$ cat config.mk
export PLATFORM = sky130hd
export DESIGN_NAME = conv_stream_host
export DESIGN_NICKNAME = d
export VERILOG_FILES = /design/src/rtl/conv_stream_host.sv
export SDC_FILE = /design/constraint.sdc
export NUM_CORES = 1
export LEC_CHECK = 0
export ABC_AREA = 1
export CORE_MARGIN = 1.5
export CORE_UTILIZATION = 55
export CTS_CLUSTER_DIAMETER = 50
export DETAILED_ROUTE_END_ITERATION = 16
export PLACE_DENSITY = 0.86
export SKIP_LAST_GASP = 1
export SLEW_MARGIN = 20
export SYNTH_ARGS = -nofsm -noshare
export SYNTH_HDL_FRONTEND = slang
export SYNTH_SLANG_ARGS = --single-unit
export TNS_END_PERCENT = 30
$ cat constraint.sdc
create_clock -name clk -period 2 [get_ports clk]
set_input_delay 0.4 -clock clk [delete_from_list [all_inputs] [get_ports clk]]
set_output_delay 0.4 -clock clk [all_outputs]
set_load 0.005 [all_outputs]
$ cat src/rtl/conv_stream_host.sv
`default_nettype none
// ============================================================================
// Module   : conv_stream_host
// Purpose  : Loads an X-word vector, streams it to a conv layer, and collects
//            the X-F+1 results into an address-readable buffer.
// Revision : 1.0 - initial release
// ============================================================================
module conv_stream_host #(
    parameter int X = 16,
    parameter int F = 4,
    parameter int W = 12
) (
    input  logic                     clk,
    input  logic                     reset,
    input  logic [W-1:0]             ld_data,
    input  logic                     ld_valid,
    output logic                     ld_ready,
    input  logic                     start,
    output logic                     busy,
    output logic                     done,
    output logic [W-1:0]             s_data,
    output logic                     s_valid,
    input  logic                     s_ready,
    input  logic [W-1:0]             r_data,
    input  logic                     r_valid,
    output logic                     r_ready,
    input  logic [$clog2(X-F+1)-1:0] rd_addr,
    output logic [W-1:0]             rd_data
);

    localparam int Y   = X - F + 1;
    localparam int XW  = (X > 1) ? $clog2(X) : 1;
    localparam int YAW = $clog2(Y);
    localparam int RCW = $clog2(Y + 1);

    localparam logic [XW-1:0]  c_X_LAST = XW'(X - 1);
    localparam logic [RCW-1:0] c_Y_CNT  = RCW'(Y);
    localparam logic [RCW-1:0] c_Y_LAST = RCW'(Y - 1);

    typedef enum logic [2:0] {
        ST_LOAD  = 3'd0,
        ST_ARMED = 3'd1,
        ST_SEND  = 3'd2,
        ST_RECV  = 3'd3,
        ST_DONE  = 3'd4
    } state_t;

    state_t          r_state;
    logic [XW-1:0]   r_ld_cnt;
    logic [XW-1:0]   r_s_idx;
    logic [RCW-1:0]  r_r_cnt;
    logic            r_done;
    logic [W-1:0]    r_rd_data;
    logic [W-1:0]    r_xbuf [X];
    logic [W-1:0]    r_ybuf [Y];

    logic            w_ld_fire;
    logic            w_s_fire;
    logic            w_r_fire;
    logic            w_rd_in_range;
    logic [W-1:0]    w_rd_word;
    logic [RCW-1:0]  w_r_cnt_next;

    // Once all Y results are in during SEND, stop accepting so the buffer
    // index can never run past the end.
    assign ld_ready = (r_state == ST_LOAD);
    assign s_valid  = (r_state == ST_SEND);
    assign r_ready  = ((r_state == ST_SEND) && (r_r_cnt != c_Y_CNT)) ||
                      (r_state == ST_RECV);
    assign busy     = (r_state == ST_SEND) || (r_state == ST_RECV);
    assign done     = r_done;
    assign s_data   = r_xbuf[r_s_idx];
    assign rd_data  = r_rd_data;

    assign w_ld_fire     = ld_valid & ld_ready;
    assign w_s_fire      = s_valid & s_ready;
    assign w_r_fire      = r_valid & r_ready;
    assign w_r_cnt_next  = r_r_cnt + RCW'(w_r_fire);
    assign w_rd_in_range = (int'(rd_addr) < Y);
    assign w_rd_word     = w_rd_in_range ? r_ybuf[rd_addr] : '0;

    // Buffers carry no reset; their contents survive until overwritten.
    always_ff @(posedge clk) begin
        if (w_ld_fire) begin
            r_xbuf[r_ld_cnt] <= ld_data;
        end
        if (w_r_fire) begin
            r_ybuf[r_r_cnt[YAW-1:0]] <= r_data;
        end
    end

    always_ff @(posedge clk or negedge reset) begin
        if (!reset) begin
            r_state   <= ST_LOAD;
            r_ld_cnt  <= '0;
            r_s_idx   <= '0;
            r_r_cnt   <= '0;
            r_done    <= 1'b0;
            r_rd_data <= '0;
        end else begin
            r_done    <= 1'b0;
            r_rd_data <= w_rd_word;
            case (r_state)
                ST_LOAD: begin
                    if (w_ld_fire) begin
                        if (r_ld_cnt == c_X_LAST) begin
                            r_ld_cnt <= '0;
                            r_state  <= ST_ARMED;
                        end else begin
                            r_ld_cnt <= r_ld_cnt + XW'(1);
                        end
                    end
                end
                ST_ARMED: begin
                    if (start) begin
                        r_s_idx <= '0;
                        r_r_cnt <= '0;
                        r_state <= ST_SEND;
                    end
                end
                ST_SEND: begin
                    r_r_cnt <= w_r_cnt_next;
                    if (w_s_fire) begin
                        if (r_s_idx == c_X_LAST) begin
                            r_s_idx <= '0;
                            // All results may already be in: skip RECV.
                            if (w_r_cnt_next == c_Y_CNT) begin
                                r_state <= ST_DONE;
                                r_done  <= 1'b1;
                            end else begin
                                r_state <= ST_RECV;
                            end
                        end else begin
                            r_s_idx <= r_s_idx + XW'(1);
                        end
                    end
                end
                ST_RECV: begin
                    r_r_cnt <= w_r_cnt_next;
                    if (w_r_fire && (r_r_cnt == c_Y_LAST)) begin
                        r_state <= ST_DONE;
                        r_done  <= 1'b1;
                    end
                end
                ST_DONE: begin
                    r_state <= ST_LOAD;
                end
                default: begin
                    r_state <= ST_LOAD;
                end
            endcase
        end
    end

endmodule
`default_nettype wire
==> results of run 1 <==
-- power breakdown --
part / total [mW] / switching, mW / internal, mW
clock: 7.09 / 3.10 / 3.99
combinational: 6.88 / 3.87 / 3.01
sequential: 9.32 / 0.234 / 9.09
-- worst max path at each step --
stage | start | endpoint | cells past startpoint
after global routing | r_s_idx[0] | s_data[5] | 9
after floorplan | r_state[2] | r_ybuf[4][0] | 7
after CTS | r_s_idx[0] | s_data[1] | 11
final | r_s_idx[0] | s_data[5] | 9
after global placement | r_s_idx[0] | s_data[6] | 9
after detailed placement | r_s_idx[0] | s_data[5] | 10
-- kinds of logic (layout without fill, tap and decap cells) --
logic type               Yosys count  in the layout  share of synthesized area
AND/OR/NAND/NOR                  527            527                      0.140
flip-flops                       376            376                      0.733
AO/OA/AOI/OAI                    225            225                     0.0821
buffers and inverters            124            319                     0.0378
adder cells (fa/ha/maj)            7              7                    0.00576
XOR/XNOR                           2              2                    0.00115
-- through the flow --
stage / cell area [sq um] / instances / setup TNS [ns] / util
6_report: 19000 / 1797 / -6.61 / 0.701
5_1_grt: 19000 / 1797 / -7.43 / 0.701
4_1_cts: 18700 / 1792 / -6.28 / 0.693
3_5_place_dp: 16800 / 1692 / -16.56 / 0.622
3_3_place_gp: 16800 / 1692 / -5.67 / 0.622
2_1_floorplan: 15200 / 1261 / 0 / -
-- layout by cell type (no fill, tap or decap), types with 45 or more instances in the layout --
cell type / synthesis / layout
sky130_fd_sc_hd__edfxtp_1: 348 / 348
sky130_fd_sc_hd__nor2_1: 251 / 223
sky130_fd_sc_hd__nand2_1: 192 / 183
sky130_fd_sc_hd__buf_4: 11 / 81
sky130_fd_sc_hd__o21ai_1: 38 / 70
sky130_fd_sc_hd__o21ai_0: 109 / 56
sky130_fd_sc_hd__nand3_1: 53 / 51
sky130_fd_sc_hd__clkdlybuf4s50_1: 0 / 45
-- worst max-delay path, delay by kind of cell (launching register included) --
| kind | cells | cell delay, ns |
|---|---|---|
| compound gates | 2 | 0.39 |
| simple gates | 3 | 0.31 |
| buf+inv | 4 | 0.51 |
| flops | 1 | 0.44 |
-- synth_stat cells, types with 2 or more instances --
| cell | number |
|---|---|
| sky130_fd_sc_hd__buf_6 | 5 |
| sky130_fd_sc_hd__inv_4 | 2 |
| sky130_fd_sc_hd__nand4_1 | 15 |
| sky130_fd_sc_hd__inv_2 | 6 |
| sky130_fd_sc_hd__nor2_2 | 2 |
| sky130_fd_sc_hd__buf_2 | 19 |
| sky130_fd_sc_hd__dfrtp_1 | 28 |
| sky130_fd_sc_hd__nand2_4 | 2 |
| sky130_fd_sc_hd__o22ai_1 | 12 |
| sky130_fd_sc_hd__nor3_1 | 8 |
| sky130_fd_sc_hd__a31oi_1 | 2 |
| sky130_fd_sc_hd__nand2_1 | 192 |
| sky130_fd_sc_hd__nor2_1 | 251 |
| sky130_fd_sc_hd__nand3_1 | 53 |
| sky130_fd_sc_hd__buf_1 | 2 |
| sky130_fd_sc_hd__o211ai_1 | 42 |
| sky130_fd_sc_hd__ha_1 | 7 |
| sky130_fd_sc_hd__edfxtp_1 | 348 |
| sky130_fd_sc_hd__inv_1 | 54 |
| sky130_fd_sc_hd__nand2_2 | 3 |
| sky130_fd_sc_hd__clkbuf_1 | 24 |
| sky130_fd_sc_hd__xor2_1 | 2 |
| sky130_fd_sc_hd__o21ai_0 | 109 |
| sky130_fd_sc_hd__buf_4 | 11 |
| sky130_fd_sc_hd__a21oi_1 | 22 |
| sky130_fd_sc_hd__o21ai_1 | 38 |
-- per-layer routing --
layer  up-vias  wire (um)  GRT usage
li1       4784          -          -
met1      5401      14400      0.345
met2       830      20900      0.496
met3       190       3790     0.0522
met4         0       2080      0.144
met5         -          0          0
-- registers in the layout (all words and copies together) (netlist names) --
register and cells:
done 1, r_ld_cnt 4, r_r_cnt 4, r_s_idx 4, r_state 3, r_xbuf 192
r_ybuf 156, rd_data 12
-- area by class of cell --
| class | count | area [sq um] | area share |
|---|---|---|---|
| inverters | 62 | 251 | 0.0133 |
| clock buffers | 47 | 1030 | 0.0542 |
| repair buffers | 187 | 2120 | 0.112 |
| flip-flops and latches | 376 | 11200 | 0.589 |
| well taps | 341 | 427 | 0.0225 |
| clock inverters | 23 | 221 | 0.0117 |
| multi-input cells | 761 | 3750 | 0.198 |
-- what timing repair did --
action	4_1_cts	5_1_grt
buffers inserted	16	5
gates cloned	14	2
setup endpoints to repair	16	83
pin swaps	55	38
resized for setup	156	75
==> flow_summary.rst, run 1 <==
.. list-table::
   :header-rows: 1

   * - Metric
     - Value
   * - Vias in the first global route
     - 11.2k
   * - Pins over their slew limit
     - 0
   * - Vias
     - 11.2k
   * - Number of warnings reported in the yosys synthesis log
     - 0
   * - Post-route worst setup slack
     - -0.609 ns
   * - Initial antenna violation count
     - 0
   * - Overall track demand over capacity in global routing
     - 0.286
   * - Critical path, cell by cell
     - buf_8, buf_12, o21ai_0, o21ai_2, nand2_1, nand2_2, inv_2, nand2_2, buf_6
   * - Top cell by count, worst path
     - sky130_fd_sc_hd__nand2_2
   * - Critical Path Max Stage Delay
     - 0.44 ns
   * - Gp weighted congestion
     - 0.896
   * - Final clock skew
     - 0.0276 ns
   * - Avg Synthesized Cell Area
     - 12.1 sq um
   * - Filler instances
     - 1576
   * - Worst-path clk slew
     - 0.06 ns
   * - Final hold slack
     - 0.267 ns
   * - Maximum count of clock buffers along a single path
     - 3
   * - Worst Reg-to-Reg Cells
     - 9
   * - CTS Hold Buffers Added
     - 0
   * - Overall die area
     - 28700 sq um
   * - Internal reg-to-reg setup slack
     - 0.06 ns
   * - Worst max-slew margin expressed relative to the limit
     - 0.506
   * - Core outline area
     - 27000 sq um
   * - Maximum level of the CTS H-tree
     - 2
   * - Layout cells sized above 1
     - 0.198
   * - EDFF count, synth
     - 348
   * - Wire length reported by the detailed router
     - 41200 um
   * - IO Port Bufs
     - 62
   * - Post-synth cell types
     - 28
   * - Largest net degree at the start of global routing
     - 45
   * - Worst-skew pair later-pin latency
     - 0.55 ns
   * - Worst Max-Slew Pin Slew
     - 0.739 ns
   * - Yosys reg bits
     - 376
   * - Iteration-0 DRC count of the detailed router
     - 1387
   * - Routed vias/inst
     - 6.24
   * - Clock buffer count from CTS
     - 39
   * - Share of async-settable or async-resettable flops after synthesis
     - 0.0745
   * - Cell with the largest stage delay on the worst path
     - sky130_fd_sc_hd__dfrtp_2
   * - Width of the die
     - 169 um
   * - Hold Path Class
     - in -> async
   * - Setup repair after global routing missed its margin
     - true
   * - Total standard cell area after synthesis
     - 15200 sq um
   * - Number of max-cap violations
     - 0
   * - Final-report setup violation count
     - 12
   * - HPWL after DPL
     - 22100 um
   * - Clock root buffer
     - sky130_fd_sc_hd__clkbuf_16
   * - Worst EP required
     - 1.60 ns
   * - Number of core rows
     - 60
   * - Worst flop-to-flop path startpoint
     - r_state[0]
   * - Most used DFF post-synth
     - sky130_fd_sc_hd__edfxtp_1
   * - Post-synthesis instance total
     - 1261
   * - Maximum fanout along the worst path
     - 24
   * - DRC errors left
     - 0
   * - Kind of start point of the critical path
     - flip-flop
   * - Wire length of the first global-routing pass
     - 61800 um
   * - Aggregate global routing overflow
     - 0
   * - Post-route total power
     - 23.3 mW
   * - Violations in the final reports
     - setup timing
   * - Arrival time worst endpoint
     - 2.21 ns
   * - Worst ir drop on vdd
     - 0.000797 V
   * - Power per cell area
     - 1230 nW/um^2
   * - Effective utilization at floorplan
     - 0.563
   * - Sort of element at the end of the critical path
     - primary output
   * - Post-layout minimum cycle time
     - 2.61 ns
   * - Number of nets with antenna violations after detailed routing
     - 0
   * - Endpoints failing hold
     - 0
   * - Reported leakage power
     - 6.94 nW
   * - Number of nets in the layout
     - 1468
   * - Height of the die
     - 169 um
   * - Worst Setup Slack post-DPL
     - -0.236 ns
   * - I/O pin count
     - 63
   * - Sequential element share of the synthesized area
     - 0.733
   * - Relative area change from synthesis to final layout
     - 24.6%
   * - Synth top area share
     - 0.687
   * - Upper clock frequency limit
     - 383 MHz
   * - CTS tree
     - done
   * - Final antenna diode count
     - 0
   * - Synth area leaders
     - sky130_fd_sc_hd__edfxtp_1 (69%), sky130_fd_sc_hd__nor2_1 (6.2%), sky130_fd_sc_hd__nand2_1 (4.7%)
   * - Post-route fraction of the period consumed by the critical path
     - 1.30
   * - Critical R2R Capture
     - r_xbuf[1][0]
   * - # clock sinks
     - 376
   * - TritonRoute pass-1 iters
     - 6
   * - WL/cell
     - 22.9 um
   * - Start-to-end type of the worst setup path
     - reg -> out
   * - Most area-hungry cell type in the Yosys netlist
     - sky130_fd_sc_hd__edfxtp_1
   * - Net Count, Synth
     - 1302
   * - Outcome
     - finished with violations
Note: power is estimated with default switching activity, not from simulation.
==> inputs of run 2 (changes only) <==
--- a/config.mk
+++ b/config.mk
@@ -7,10 +7,12 @@
 export LEC_CHECK = 0
 export ABC_AREA = 1
 export CORE_MARGIN = 1.5
-export CORE_UTILIZATION = 55
+export CORE_UTILIZATION = 40
 export CTS_CLUSTER_DIAMETER = 50
 export DETAILED_ROUTE_END_ITERATION = 16
-export PLACE_DENSITY = 0.86
+export PLACE_DENSITY = 0.69
+export RECOVER_POWER = 25
+export SKIP_CTS_REPAIR_TIMING = 1
 export SKIP_LAST_GASP = 1
 export SLEW_MARGIN = 20
 export SYNTH_ARGS = -nofsm -noshare
==> flow_summary.rst, run 2 (synthesis results as in run 1) <==
.. list-table::
   :header-rows: 1

   * - Metric
     - Value
   * - Gp weighted congestion
     - 0.833 (-7.1%)
   * - Vias in the first global route
     - 9782 (-13%)
   * - Reported leakage power
     - 6.99 nW (+0.69%)
   * - Inst Count DP
     - 1886 (+11%)
   * - Routed vias/inst
     - 5.17 (-17%)
   * - Clock root buffer
     - sky130_fd_sc_hd__clkbuf_16
   * - Vias
     - 10.2k (-8.5%)
   * - Height of the die
     - 198 um (+17%)
   * - Final-report setup violation count
     - 12 (unchanged)
   * - Post-route fraction of the period consumed by the critical path
     - 1.28 (-0.0210)
   * - Pins over their slew limit
     - 0 (unchanged)
   * - Outcome
     - finished with violations
   * - Worst Max-Slew Pin Slew
     - 0.802 ns (+0.0630 ns)
   * - # clock sinks
     - 376 (unchanged)
   * - CTS tree
     - done
   * - HPWL after DPL
     - 22600 um (+2.6%)
   * - Cell-internal power
     - 15.9 mW (-1.4%)
   * - Final hold slack
     - 0.487 ns (+0.220 ns)
   * - Worst Reg-to-Reg Cells
     - 11 (+2)
   * - Layout cells sized above 1
     - 0.194 (-0.00474)
   * - Upper clock frequency limit
     - 390 MHz (+1.6%)
   * - Number of nets in the layout
     - 1483 (+1.0%)
   * - Critical R2R Capture
     - r_state[1]
   * - Power per cell area
     - 1170 nW/um^2 (-4.7%)
   * - Overall die area
     - 39200 sq um (+37%)
   * - Number of nets with antenna violations after detailed routing
     - 0 (unchanged)
   * - Worst-skew pair later-pin latency
     - 0.55 ns (about the same)
   * - Worst max-slew margin expressed relative to the limit
     - 0.465 (-0.0404)
   * - Number of core rows
     - 71 (+18%)
   * - Combinational power share
     - 0.262 (-0.033)
   * - TritonRoute pass-1 iters
     - 5 (-1)
   * - Maximum count of clock buffers along a single path
     - 3 (unchanged)
   * - DRC errors left
     - 0 (unchanged)
   * - Final antenna diode count
     - 0 (unchanged)
   * - Worst-path clk slew
     - 0.06 ns (about the same)
   * - Fin util
     - 0.508 (-0.193)
   * - Aggregate global routing overflow
     - 0 (unchanged)
   * - Worst EP required
     - 1.60 ns (about the same)
   * - Biggest register
     - r_xbuf
   * - Width of the die
     - 198 um (+17%)
   * - Iteration-0 DRC count of the detailed router
     - 797 (-43%)
   * - Wire length of the first global-routing pass
     - 54100 um (-12%)
   * - Number of max-cap violations
     - 0 (unchanged)
   * - IO Port Bufs
     - 62 (unchanged)
   * - Clock buffer count from CTS
     - 42 (+7.7%)
   * - Wire length reported by the detailed router
     - 36500 um (-11%)
   * - Multi-input logic area
     - 3730 sq um (-0.33%)
   * - Internal reg-to-reg setup slack
     - 0.05 ns (about the same)
   * - Maximum level of the CTS H-tree
     - 2 (unchanged)
   * - Worst ir drop on vdd
     - 0.000712 V (-11%)
   * - Violations in the final reports
     - setup timing
   * - Post-route non-filler standard cell count
     - 1982 (+10%)
   * - Commonest non-fill, non-tap cell in the layout
     - sky130_fd_sc_hd__edfxtp_1
   * - Endpoints failing hold
     - 0 (unchanged)
   * - Kind of start point of the critical path
     - flip-flop
   * - NetSw
     - 6.52 mW (-9.5%)
   * - Post-route worst setup slack
     - -0.567 ns (+0.0419 ns)
   * - WL/cell
     - 18.4 um (-20%)
   * - Hold Path Class
     - in -> async
   * - Relative area change from synthesis to final layout
     - 25.6%
   * - Largest net degree at the start of global routing
     - 48 (+6.7%)
   * - Effective utilization at floorplan
     - 0.405 (-0.158)
   * - I/O pin count
     - 63 (unchanged)
   * - Start-to-end type of the worst setup path
     - reg -> out
   * - Clock network fraction of total power
     - 0.322 (+0.018)
   * - Post-route total power
     - 22.4 mW (-3.9%)
   * - Storage element area
     - 11200 sq um (unchanged)
   * - Final clock skew
     - 0.0169 ns (-0.0106 ns)
   * - Post-layout minimum cycle time
     - 2.57 ns (-0.0419 ns)
   * - Initial antenna violation count
     - 0 (unchanged)
   * - Overall track demand over capacity in global routing
     - 0.182 (-0.105)
   * - Number of flip-flops in the largest register
     - 192 (unchanged)
   * - Sort of element at the end of the critical path
     - primary output
   * - Core outline area
     - 37600 sq um (+39%)
   * - Fraction of power consumed by sequential logic
     - 0.416 (+0.016)
   * - Setup total negative slack
     - -6.31 ns (+0.300 ns)
   * - Setup repair after global routing missed its margin
     - true
   * - Maximum fanout along the worst path
     - 11 (-54%)
   * - Most frequent cells in the layout
     - sky130_fd_sc_hd__edfxtp_1 (348), sky130_fd_sc_hd__nor2_1 (232), sky130_fd_sc_hd__nand2_1 (184), sky130_fd_sc_hd__buf_4 (95), sky130_fd_sc_hd__o21ai_0 (77)
   * - Switching portion of total power
     - 0.291 (-0.0179)
   * - Arrival time worst endpoint
     - 2.17 ns (-0.04 ns)
   * - Worst flop-to-flop path startpoint
     - r_s_idx[0]
   * - Filler instances
     - 3128 (+98%)
[run 2: worst max path at each step]
stage | startpoint | to | slack [ns] | cells past startpoint
after CTS | r_s_idx[0] | s_data[7] | -0.84 | 7
after global routing | r_s_idx[0] | s_data[11] | -0.68 | 10
after global placement | r_s_idx[0] | s_data[7] | -0.18 | 7
after floorplan | r_state[2] | r_ybuf[4][0] | 0.04 | 7
after detailed placement | r_s_idx[0] | s_data[7] | -0.24 | 7
final | r_s_idx[0] | s_data[5] | -0.57 | 10
[run 2: power by group through the flow]
stage	Combinational [mW]	Sequential (mW)	Clock (mW)
2_1_floorplan	2.63	9.42	0
3_3_place_gp	4.71	9.42	0
3_5_place_dp	4.81	9.44	0
4_1_cts	4.83	9.28	7.30
5_1_grt	6.42	9.36	7.61
6_report	5.87	9.32	7.20
[run 2: critical path: stages (launching register included)]
cell and delay (ns):
sky130_fd_sc_hd__dfrtp_2 0.52, sky130_fd_sc_hd__clkinv_4 0.14, sky130_fd_sc_hd__buf_4 0.17, sky130_fd_sc_hd__clkbuf_16 0.16, sky130_fd_sc_hd__o21ai_0 0.17, sky130_fd_sc_hd__o22ai_1 0.11, sky130_fd_sc_hd__nand2_1 0.08, sky130_fd_sc_hd__nand2_1 0.05
sky130_fd_sc_hd__inv_1 0.05, sky130_fd_sc_hd__nand2_1 0.04, sky130_fd_sc_hd__clkbuf_2 0.11
[run 2: area by class of cell]
| class | instances | area share |
|---|---|---|
| inverters | 62 | 0.0127 |
| clock inverters | 17 | 0.00648 |
| flip-flops and latches | 376 | 0.584 |
| repair buffers | 199 | 0.107 |
| well taps | 511 | 0.0335 |
| clock buffers | 56 | 0.0605 |
| multi-input cells | 761 | 0.196 |
[run 2: stage by stage]
step	setup slack (ns)	area, sq um
CTS	-0.841	18500
global placement	-0.183	17200
detailed placement	-0.241	17200
global route	-0.679	19100
floorplan	0.0374	15200
finish	-0.567	19100
[run 2: layer usage]
metal / track usage / up-vias / part of all wire
met5: 0 / - / 0
met4: 0.0611 / 0 / 0.024
met3: 0.0334 / 69 / 0.066
met2: 0.304 / 369 / 0.50
met1: 0.238 / 4987 / 0.41
li1: - / 4822 / -
==> inputs of run 3 (changes only) <==
==> constraint.sdc (replaced) <==
create_clock -name clk -period 2.11 [get_ports clk]
set_input_delay 0.422 -clock clk [delete_from_list [all_inputs] [get_ports clk]]
set_output_delay 0.422 -clock clk [all_outputs]
set_load 0.005 [all_outputs]
==> flow_summary.rst, run 3 (synthesis results as in run 1) <==
.. list-table::
   :header-rows: 1

   * - Metric
     - Value
   * - Worst-path clk slew
     - 0.06 ns (about the same)
   * - Post-route fraction of the period consumed by the critical path
     - 1.24
   * - Upper clock frequency limit
     - 381 MHz
   * - Inst Count DP
     - 1872 (-0.74%)
   * - Final-report setup violation count
     - 20 (+8)
   * - Switching portion of total power
     - 0.289 (-0.00277)
   * - Top cell by count, worst path
     - sky130_fd_sc_hd__buf_6
   * - Number of core rows
     - 71 (unchanged)
   * - Worst ir drop on vdd
     - 0.000658 V (-7.5%)
   * - Aggregate global routing overflow
     - 0 (unchanged)
   * - Worst Max-Slew Pin Slew
     - 0.772 ns (-0.0306 ns)
   * - Final clock skew
     - 0.0239 ns (+0.00700 ns)
   * - Clock buffer count from CTS
     - 42 (unchanged)
   * - Worst-skew pair later-pin latency
     - 0.57 ns (+0.02 ns)
   * - Cell-internal power
     - 15.2 mW (-4.1%)
   * - I/O pin count
     - 63 (unchanged)
   * - Width of the die
     - 198 um (unchanged)
   * - NetSw
     - 6.17 mW (-5.4%)
   * - Post-route worst setup slack
     - -0.515 ns (+0.0522 ns)
   * - Most frequent cells in the layout
     - sky130_fd_sc_hd__edfxtp_1 (348), sky130_fd_sc_hd__nor2_1 (238), sky130_fd_sc_hd__nand2_1 (187), sky130_fd_sc_hd__buf_4 (84), sky130_fd_sc_hd__o21ai_0 (79)
   * - Number of flip-flops in the largest register
     - 192 (unchanged)
   * - Pins over their slew limit
     - 0 (unchanged)
   * - Kind of start point of the critical path
     - flip-flop
   * - Hold Path Class
     - in -> async
   * - Iteration-0 DRC count of the detailed router
     - 783 (-1.8%)
   * - Largest net degree at the start of global routing
     - 47 (-2.1%)
   * - Final antenna diode count
     - 0 (unchanged)
   * - Initial antenna violation count
     - 0 (unchanged)
   * - HPWL after DPL
     - 22800 um (+0.77%)
   * - Routed vias/inst
     - 5.17 (about the same)
   * - Power per cell area
     - 1130 nW/um^2 (-3.7%)
   * - Number of nets in the layout
     - 1469 (-0.94%)
   * - Combinational power share
     - 0.247 (-0.015)
   * - Fraction of power consumed by sequential logic
     - 0.413 (-0.003)
   * - Height of the die
     - 198 um (unchanged)
   * - IO Port Bufs
     - 62 (unchanged)
   * - Endpoints failing hold
     - 0 (unchanged)
   * - Start-to-end type of the worst setup path
     - reg -> out
   * - Setup repair after global routing missed its margin
     - true
   * - Layout cells sized above 1
     - 0.164 (-0.0295)
   * - Critical path, cell by cell
     - inv_8, buf_6, buf_6, buf_6, buf_12, o21ai_2, o211ai_1, nand3_1, nand2_1, buf_2
   * - Outcome
     - finished with violations
   * - Overall die area
     - 39200 sq um (unchanged)
   * - Post-layout minimum cycle time
     - 2.62 ns
   * - Effective utilization at floorplan
     - 0.405 (unchanged)
   * - Wire length of the first global-routing pass
     - 54800 um (+1.2%)
   * - Maximum fanout along the worst path
     - 8 (-3)
   * - Worst EP required
     - 1.69 ns (+0.09 ns)
   * - Commonest non-fill, non-tap cell in the layout
     - sky130_fd_sc_hd__edfxtp_1
   * - Gp weighted congestion
     - 0.848 (+1.8%)
   * - Clock network fraction of total power
     - 0.339 (+0.017)
   * - WL/cell
     - 18.6 um (+0.82%)
   * - Sort of element at the end of the critical path
     - primary output
   * - Relative area change from synthesis to final layout
     - 24.5%
   * - Overall track demand over capacity in global routing
     - 0.182 (+0.000801)
   * - Number of nets with antenna violations after detailed routing
     - 0 (unchanged)
   * - Family of cells with the greatest summed delay on the critical path
     - buffers and inverters
   * - Post-route total power
     - 21.4 mW (-4.5%)
   * - Final hold slack
     - 0.464 ns (-0.0222 ns)
   * - Critical Path Max Stage Delay
     - 0.51 ns (about the same)
   * - Biggest register
     - r_xbuf
   * - Maximum count of clock buffers along a single path
     - 3 (unchanged)
   * - DRC errors left
     - 0 (unchanged)
   * - Critical path buffers and inverters
     - 6 (+1)
   * - Vias in the first global route
     - 9816 (+0.35%)
   * - Post-route non-filler standard cell count
     - 1972 (-0.50%)
   * - Reported leakage power
     - 6.91 nW (-1.0%)
   * - Violations in the final reports
     - setup timing
   * - Arrival time worst endpoint
     - 2.20 ns (+0.03 ns)
   * - # clock sinks
     - 376 (unchanged)
   * - Vias
     - 10.2k (-0.52%)
   * - Wire length reported by the detailed router
     - 36700 um (+0.31%)
   * - Core outline area
     - 37600 sq um (unchanged)
   * - Worst max-slew margin expressed relative to the limit
     - 0.486 (+0.0204)
   * - Cell with the largest stage delay on the worst path
     - sky130_fd_sc_hd__dfrtp_2
   * - CTS tree
     - done
   * - Clock root buffer
     - sky130_fd_sc_hd__clkbuf_16
   * - Maximum level of the CTS H-tree
     - 2 (unchanged)
   * - TritonRoute pass-1 iters
     - 5 (unchanged)
   * - Number of max-cap violations
     - 0 (unchanged)
## run 3: metal layers
layer	global-route usage	part of all wire
met1	0.243	0.43
met2	0.300	0.49
met3	0.0351	0.059
met4	0.0602	0.025
met5	0	0
## run 3: per-stage QoR
| stage | setup TNS [ns] | setup WS [ns] | util | cell area [sq um] |
|---|---|---|---|---|
| 2_1_floorplan | 0 | 0.147 | - | 15200 |
| 3_3_place_gp | -1.54 | -0.131 | 0.455 | 17100 |
| 3_5_place_dp | -2.07 | -0.174 | 0.455 | 17100 |
| 4_1_cts | -10.17 | -0.793 | 0.492 | 18500 |
| 5_1_grt | -9.26 | -0.626 | 0.504 | 18900 |
| 6_report | -6.66 | -0.515 | 0.504 | 18900 |
## run 3: power by group through the flow
stage	Combinational, mW	Sequential, mW	Clock, mW
2_1_floorplan	2.50	8.93	0
3_3_place_gp	4.35	8.94	0
3_5_place_dp	4.46	8.96	0
4_1_cts	4.49	8.81	7.37
5_1_grt	5.80	8.87	7.68
6_report	5.28	8.84	7.25
## run 3: worst paths after layout
path / endpoint / depth (start not counted) / start / slack [ns]
min reg2reg: rd_data[0] / 4 / r_ybuf[12][0] / 0.59
min: rd_data[6] / 2 / reset / 0.46
max reg2reg: r_state[0] / 13 / r_s_idx[0] / -0.09
min in group clk: rd_data[0] / 6 / rd_addr[0] / 0.56
max: s_data[5] / 10 / r_s_idx[0] / -0.51
max in group asynchronous: r_s_idx[0] / 2 / reset / 1.07
## run 3: area by class of cell
class	count	area (sq um)
Clock buffer	56	1120
Inverter	62	243
Clock inverter	21	258
Sequential cell	376	11200
Fill cell	3180	18600
Multi-Input combinational cell	761	3600
Tap cell	511	639
Timing Repair Buffer	185	1920
## run 3: worst reg2reg max path, cell delays in order, from the launching register on
cell	delay [ns]
sky130_fd_sc_hd__dfrtp_2	0.51
sky130_fd_sc_hd__buf_6	0.16
sky130_fd_sc_hd__buf_6	0.12
sky130_fd_sc_hd__buf_8	0.14
sky130_fd_sc_hd__buf_4	0.12
sky130_fd_sc_hd__buf_4	0.11
sky130_fd_sc_hd__ha_1	0.19
sky130_fd_sc_hd__nand2_1	0.12
sky130_fd_sc_hd__nand2_1	0.12
sky130_fd_sc_hd__nand3_1	0.07
sky130_fd_sc_hd__nor2_1	0.21
sky130_fd_sc_hd__nand2_2	0.12
sky130_fd_sc_hd__nand2_1	0.07
sky130_fd_sc_hd__nand2_1	0.05
